## config.mk

```make
export PLATFORM = sky130hd
export DESIGN_NAME = axi_lite_wr_slave
export DESIGN_NICKNAME = d
export VERILOG_FILES = /design/src/rtl/axi_lite_wr_slave.sv
export SDC_FILE = /design/constraint.sdc
export NUM_CORES = 1
export LEC_CHECK = 0
export BUFFER_PORTS_ARGS = -buffer_cell sky130_fd_sc_hd__buf_2
export CAP_MARGIN = 5
export CORE_MARGIN = 4
export CORE_UTILIZATION = 57
export CTS_CLUSTER_SIZE = 24
export DETAILED_ROUTE_END_ITERATION = 16
export PLACE_DENSITY = 0.85
export REMOVE_ABC_BUFFERS = 1
export SYNTH_ARGS = -nofsm -noshare
export SYNTH_HDL_FRONTEND = slang
export SYNTH_SLANG_ARGS = --single-unit
```

## constraint.sdc

```tcl
create_clock -name ACLK -period 29.2 [get_ports ACLK]
set_input_delay 5.84 -clock ACLK [delete_from_list [all_inputs] [get_ports ACLK]]
set_output_delay 5.84 -clock ACLK [all_outputs]
set_load 0.01 [all_outputs]
```

## src/rtl/axi_lite_wr_slave.sv

```systemverilog
// AXI4-Lite write slave: captures AW and W independently, merges WDATA into
// a word-addressed register file under WSTRB control and returns a B response.
//
// Ports:
//   ACLK, ARESET            clock (rising edge), async active-high reset
//   AWVALID/AWREADY/AWADDR  write address channel (byte address, [1:0] ignored)
//   WVALID/WREADY/WDATA/WSTRB  write data channel
//   BVALID/BREADY/BRESP     write response (00 OKAY, 10 SLVERR)
//   regs_out                register file, reg k at [32k+31:32k]
//   wr_pulse, wr_idx        one-cycle strobe and index of each committed update
module axi_lite_wr_slave #(
  parameter int unsigned ADDR_WIDTH = 32,
  parameter int unsigned NUM_REGS   = 8
) (
  input  logic                        ACLK,
  input  logic                        ARESET,
  input  logic                        AWVALID,
  output logic                        AWREADY,
  input  logic [ADDR_WIDTH-1:0]       AWADDR,
  input  logic                        WVALID,
  output logic                        WREADY,
  input  logic [31:0]                 WDATA,
  input  logic [3:0]                  WSTRB,
  output logic                        BVALID,
  input  logic                        BREADY,
  output logic [1:0]                  BRESP,
  output logic [32*NUM_REGS-1:0]      regs_out,
  output logic                        wr_pulse,
  output logic [$clog2(NUM_REGS)-1:0] wr_idx
);

  localparam int unsigned IDX_W  = $clog2(NUM_REGS);
  localparam int unsigned WIDX_W = ADDR_WIDTH - 2;
  localparam int unsigned CMP_W  = WIDX_W + 32;

  localparam logic [1:0] RESP_OKAY   = 2'b00;
  localparam logic [1:0] RESP_SLVERR = 2'b10;

  logic              aw_held;
  logic              w_held;
  logic [WIDX_W-1:0] word_q;
  logic [31:0]       data_q;
  logic [3:0]        strb_q;
  logic [31:0]       regs [NUM_REGS];

  logic commit_c;
  logic in_range_c;
  logic unused_addr_lsb;

  // Byte offset bits never select anything; aligned word is always written.
  assign unused_addr_lsb = ^AWADDR[1:0];

  assign AWREADY = ~aw_held;
  assign WREADY  = ~w_held;

  // A commit waits for any outstanding response, so at most one is in flight.
  assign commit_c   = aw_held & w_held & ~BVALID;
  assign in_range_c = CMP_W'(word_q) < CMP_W'(NUM_REGS);

  // Channel capture, commit and response state.
  always_ff @(posedge ACLK or posedge ARESET) begin
    if (ARESET) begin
      aw_held  <= 1'b0;
      w_held   <= 1'b0;
      word_q   <= '0;
      data_q   <= '0;
      strb_q   <= '0;
      BVALID   <= 1'b0;
      BRESP    <= RESP_OKAY;
      wr_pulse <= 1'b0;
      wr_idx   <= '0;
      for (int k = 0; k < NUM_REGS; k++) regs[k] <= '0;
    end else begin
      wr_pulse <= 1'b0;

      // Capture cannot coincide with commit: capture needs held=0, commit held=1.
      if (AWVALID && AWREADY) begin
        aw_held <= 1'b1;
        word_q  <= AWADDR[ADDR_WIDTH-1:2];
      end
      if (WVALID && WREADY) begin
        w_held <= 1'b1;
        data_q <= WDATA;
        strb_q <= WSTRB;
      end

      if (BVALID && BREADY) BVALID <= 1'b0;

      if (commit_c) begin
        aw_held <= 1'b0;
        w_held  <= 1'b0;
        BVALID  <= 1'b1;
        if (in_range_c) begin
          for (int b = 0; b < 4; b++) begin
            if (strb_q[b]) regs[IDX_W'(word_q)][8*b +: 8] <= data_q[8*b +: 8];
          end
          BRESP    <= RESP_OKAY;
          wr_pulse <= 1'b1;
          wr_idx   <= IDX_W'(word_q);
        end else begin
          BRESP <= RESP_SLVERR;
        end
      end
    end
  end

  // Flatten register file onto the output bus.
  for (genvar k = 0; k < NUM_REGS; k++) begin : g_out
    assign regs_out[32*k +: 32] = regs[k];
  end

endmodule

```

==> results of run 1 <==
## synthesized netlist by cell type
cell type,instances
a21oi_1,1
buf_1,6
buf_12,1
buf_4,3
buf_6,1
clkbuf_1,9
conb_1,1
dfrtp_1,330
inv_1,5
inv_2,4
mux2_1,8
mux2_2,297
mux2_4,16
nand2_1,6
nand3_1,1
nand3b_1,4
nand4_1,1
nor2_1,3
nor2b_1,2
nor4_1,4
nor4_4,32
o21a_1,2
o21ai_0,5
or3_1,2
or3b_2,1
or4_1,3
## per-layer routing
| metal | wire [um] | GRT usage | up-vias | part of all wire |
|---|---|---|---|---|
| li1 | - | - | 3445 | - |
| met1 | 12700 | 0.319 | 3962 | 0.40 |
| met2 | 15500 | 0.415 | 265 | 0.49 |
| met3 | 2330 | 0.0788 | 71 | 0.074 |
| met4 | 862 | 0.0710 | 6 | 0.027 |
| met5 | 31 | 0 | - | 0.00099 |
## registers in the layout, summed over array words and instances, names as in the netlist
name      flops
BRESP         1
BVALID        1
aw_held       1
data_q       32
regs_out    256
strb_q        4
w_held        1
word_q       30
wr_idx        3
wr_pulse      1
## per-stage QoR
stage / instances / cell area [um2] / worst slack, ns
2_1_floorplan: 728 / 12900 / 14.22
3_3_place_gp: 1346 / 14900 / 21.55
3_5_place_dp: 1346 / 14900 / 21.55
4_1_cts: 1404 / 16000 / 22.10
5_1_grt: 1405 / 16000 / 21.80
6_report: 1406 / 16000 / 22.10
## logic make-up (layout without fill, tap and decap cells)
| family | count (synthesis) | in the layout | synth area share |
|---|---|---|---|
| AO/OA/AOI/OAI | 8 | 8 | 0.00347 |
| buffers and inverters | 29 | 405 | 0.0111 |
| flip-flops | 330 | 330 | 0.637 |
| multiplexers | 321 | 321 | 0.283 |
| other | 1 | 3 | 0.000289 |
| AND/OR/NAND/NOR | 59 | 59 | 0.0646 |
## power breakdown
| group | leakage (nW) | internal [W] | switching (W) | total, W |
|---|---|---|---|---|
| clock network | 0.522 | 0.000249 | 0.000168 | 0.000417 |
| logic | 3.83 | 0.0000569 | 0.0000745 | 0.000131 |
| registers | 4.45 | 0.000506 | 0.0000761 | 0.000582 |
## cell type report
cell class / instances / area (um2) / area share
inverters: 9 / 41.3 / 0.00258
clock buffers: 50 / 972 / 0.0607
clock inverters: 8 / 96.3 / 0.00602
well taps: 280 / 350 / 0.0219
repair buffers: 338 / 1710 / 0.107
multi-input cells: 389 / 4570 / 0.286
diodes: 2 / 5.00 / 0.000313
flip-flops and latches: 330 / 8260 / 0.516
## final timing paths
kind                         startpoint       endpoint  slack (ns)
max                              ARESET  regs_out[187]       22.10
min                        regs_out[97]   regs_out[97]        0.49
max reg2reg                  word_q[28]  regs_out[122]       25.95
min reg2reg                regs_out[97]   regs_out[97]        0.49
max in group ACLK                w_held         WREADY       22.24
min in group asynchronous        ARESET   regs_out[80]        5.54
## worst max-delay path, cell delays in order
cell and delay, ns:
buf_2 0.13, inv_8 0.59, buf_12 0.77
==> impl_metrics.tcl, run 1 <==
set metrics [dict create \
    cts_inserted_buffers 35 \
    fmax_mhz 141 \
    grt_overflow 0 \
    worst_pin_slew_ns 1.03 \
    layout_common_cells "buf_2, dfrtp_1, mux2_2" \
    grt_pass1_vias 8529 \
    p_per_area_nw_per_um2 70.6 \
    setup_violations 0 \
    drive_above_1_share 0.657 \
    rsz0062_at_grt "no" \
    grt_max_degree 198 \
    synth_cells 748 \
    yosysWarnings 0 \
    drcViolationCount 0 \
    worstSetupEndpointType "async pin" \
    synth_top_area_share 0.637 \
    nets 1176 \
    ys_seq_area_frac 0.637 \
    drt-wirelength-per-cell_um 22.4 \
    ctsResizeCount 0 \
    clk_pin_slew_ns 0.06 \
    hpwl_mm 21.7 \
    h-tree-depth 2 \
    dieHeight_um 159 \
    root_buffer "clkbuf_16" \
    area_growth_pct 23.5 \
    synthTopCellsByArea "dfrtp_1, mux2_2, nor4_4" \
    core_region_area_um2 22100 \
    drtIter0Drc 341 \
    fillers 1427 \
    reg2regPathDepth 4 \
    top_level_ports 338 \
    hold_violations 0 \
    mostFrequentLayoutCell "buf_2" \
    clk-insertion-delay-late_ns 0.50 \
    setup_tns_ns 0 \
    hold_path.class "reg2reg" \
    routed_wl_mm 31.5 \
    rows 54 \
    fp.dieW_um 159 \
    max-slew-margin-rel 0.315 \
    synth_cell_types 26 \
    cts_hold_buf 0 \
    min_period_over_period 0.243 \
    syn_area_um2 13000 \
    die-area_um2 25200 \
    ys_ff_latch 330 \
    ant_nets 0 \
    gp_congestion 0.769 \
    synth_area_leader_cell "dfrtp_1" \
    initial_core_util 0.587 \
    portBuffers 334 \
    holdWs_ns 0.494 \
    cp.arrival_ns 7.57 \
    cts_sinks 330 \
    min_period_ns 7.10 \
    ir_worst_vdd_mv 0.0514 \
    critPathLaunchType "input pin" \
    holdPathStages 1 \
    antenna_found_initial 4 \
    critical_path_required_ns 29.66 \
    dr.pass1.iters 4 \
    final_util 0.725 \
    drt-vias-per-instance 5.51 \
    final_max_slew_viol_count 0 \
    cap_viol_max_count 0 \
    syn_area_per_cell_um2 17.3 \
    cts_tree "built" \
    power.leakage_nw 8.80 \
    clock_skew_ns 0.0167 \
    dr_total_vias 7749 \
    cts_buffer_depth 3 \
    grt_usage 0.249 \
    worstSetupPathType "in2async" \
    post_cts_buffers 0 \
    outcome "completed" \
    cp_max_fo 197 \
    grt_pass1_wl_mm 50.2 \
    total_power_w 0.00113 \
]
No activity file was read; power rests on OpenSTA's default activity.
==> run 2, diff against run 1 <==
- CORE_UTILIZATION: 57 -> 48
- PLACE_DENSITY: 0.85 -> 0.76
- clock period: 29.2 -> 6.1 ns (I/O delays scaled with it)
==> run 2 against run 1 <==
Core utilization decreased by 11 points. Worst setup slack got worse by 19 ns. Count of clock-buffer cells in the layout increased by 3. First-iteration DRC count decreased by 20%. Combinational power increased to 4.7 times the previous value. Global-route usage decreased by 3.8 points. Critical path type is now reg2reg.
==> impl_metrics.tcl, run 2 (synthesis results as in run 1) <==
set metrics [dict create \
    cp_max_fo 33 \
    drive_above_1_share 0.662 \
    top_level_ports 338 \
    cts_inserted_buffers 36 \
    ctsResizeCount 0 \
    power.leakage_nw 8.86 \
    fmax_mhz 305 \
    grt_pass1_wl_mm 48.6 \
    cts_tree "built" \
    dieHeight_um 172 \
    portBuffers 334 \
    cts_hold_buf 0 \
    clk_pin_slew_ns 0.06 \
    antenna_found_initial 3 \
    outcome "completed" \
    layout_common_cells "buf_2, dfrtp_1, mux2_2" \
    rows 59 \
    initial_core_util 0.493 \
    grt_max_degree 143 \
    clk-insertion-delay-late_ns 0.50 \
    critical_path_required_ns 6.47 \
    fp.dieW_um 172 \
    hold_violations 0 \
    hpwl_mm 21.6 \
    mostFrequentLayoutCell "buf_2" \
    min_period_ns 3.28 \
    die-area_um2 29700 \
    nets 1179 \
    root_buffer "clkbuf_16" \
    multi_input_area_um2 4570 \
    post_cts_buffers 0 \
    grt_usage 0.212 \
    gp_congestion 0.766 \
    dr_total_vias 7650 \
    pre_cts_ws_ns 2.84 \
    critPathLaunchType "flop" \
    ir_worst_vdd_mv 0.277 \
    grt_overflow 0 \
    clock_skew_ns 0.0140 \
    max-slew-margin-rel 0.341 \
    setup_slack_ns 2.82 \
    rsz0062_at_grt "no" \
    largest_reg_flops 256 \
    area_growth_pct 24.9 \
    total_power_w 0.00551 \
    min_period_over_period 0.538 \
    seqCellArea_um2 8260 \
    cts_buffer_depth 3 \
    worstSetupPathType "reg2reg" \
    final_max_slew_viol_count 0 \
    hold_path.class "reg2reg" \
    routed_wl_mm 31.8 \
    holdWs_ns 0.480 \
    cts_sinks 330 \
    dr.pass1.iters 4 \
    worstSetupEndpointType "flop" \
    drt-vias-per-instance 5.21 \
    core_region_area_um2 26300 \
    drtIter0Drc 272 \
    setup_tns_ns 0 \
    ant_nets 0 \
    cap_viol_max_count 0 \
    grt_pass1_vias 8220 \
    worst_pin_slew_ns 0.981 \
    cp.arrival_ns 3.66 \
    drt-wirelength-per-cell_um 21.7 \
    h-tree-depth 2 \
    setup_violations 0 \
    fillers 2031 \
    drcViolationCount 0 \
    p_per_area_nw_per_um2 340 \
]
## run 2: per-layer routing
metal / wire length [um] / track usage / share of wire / vias up
met5: 14 / 0 / 0.00044 / -
met4: 499 / 0.0434 / 0.016 / 4
met3: 2590 / 0.0679 / 0.082 / 43
met2: 15400 / 0.348 / 0.48 / 240
met1: 13300 / 0.280 / 0.42 / 3919
li1: - / - / - / 3444
## run 2: metrics by stage
step | utilization | area, um2 | instances
after global placement | 0.572 | 15000 | 1403
after global routing | 0.616 | 16200 | 1468
after detailed placement | 0.572 | 15000 | 1403
after floorplan | - | 12900 | 728
final | 0.616 | 16200 | 1468
after CTS | 0.616 | 16200 | 1467
## run 2: layout make-up
type | instances | area share
antenna | 1 | 0.000155
inverter | 9 | 0.00255
clock buffer | 53 | 0.0652
sequential | 330 | 0.510
timing repair buffer | 340 | 0.107
clock inverter | 11 | 0.00703
multi-input combinational | 389 | 0.282
tap | 335 | 0.0259
## run 2: final timing paths
path                               start            end  slack [ns]  cells after the start
max in group asynchronous         ARESET      word_q[5]        3.97                      3
hold / removal             regs_out[150]  regs_out[150]        0.48                      1
setup / recovery              word_q[28]   regs_out[41]        2.82                      4
setup reg to reg              word_q[28]   regs_out[41]        2.82                      4
min in group asynchronous         ARESET   regs_out[96]        0.84                      2
hold reg to reg            regs_out[150]  regs_out[150]        0.48                      1
## run 2: critical path, stage by stage, from the launching register on
cell and delay [ns]:
dfrtp_1 0.37, or4_1 0.51, or4_4 0.91, nor4_4 0.92, mux2_2 0.41
## run 2: power by group
part	leakage (nW)	internal [W]	switching, W	total [W]
sequential	4.45	0.00242	0.000332	0.00275
combinational	3.84	0.000273	0.000349	0.000622
clock	0.573	0.00129	0.000847	0.00213
total	8.86	0.00398	0.00153	0.00551
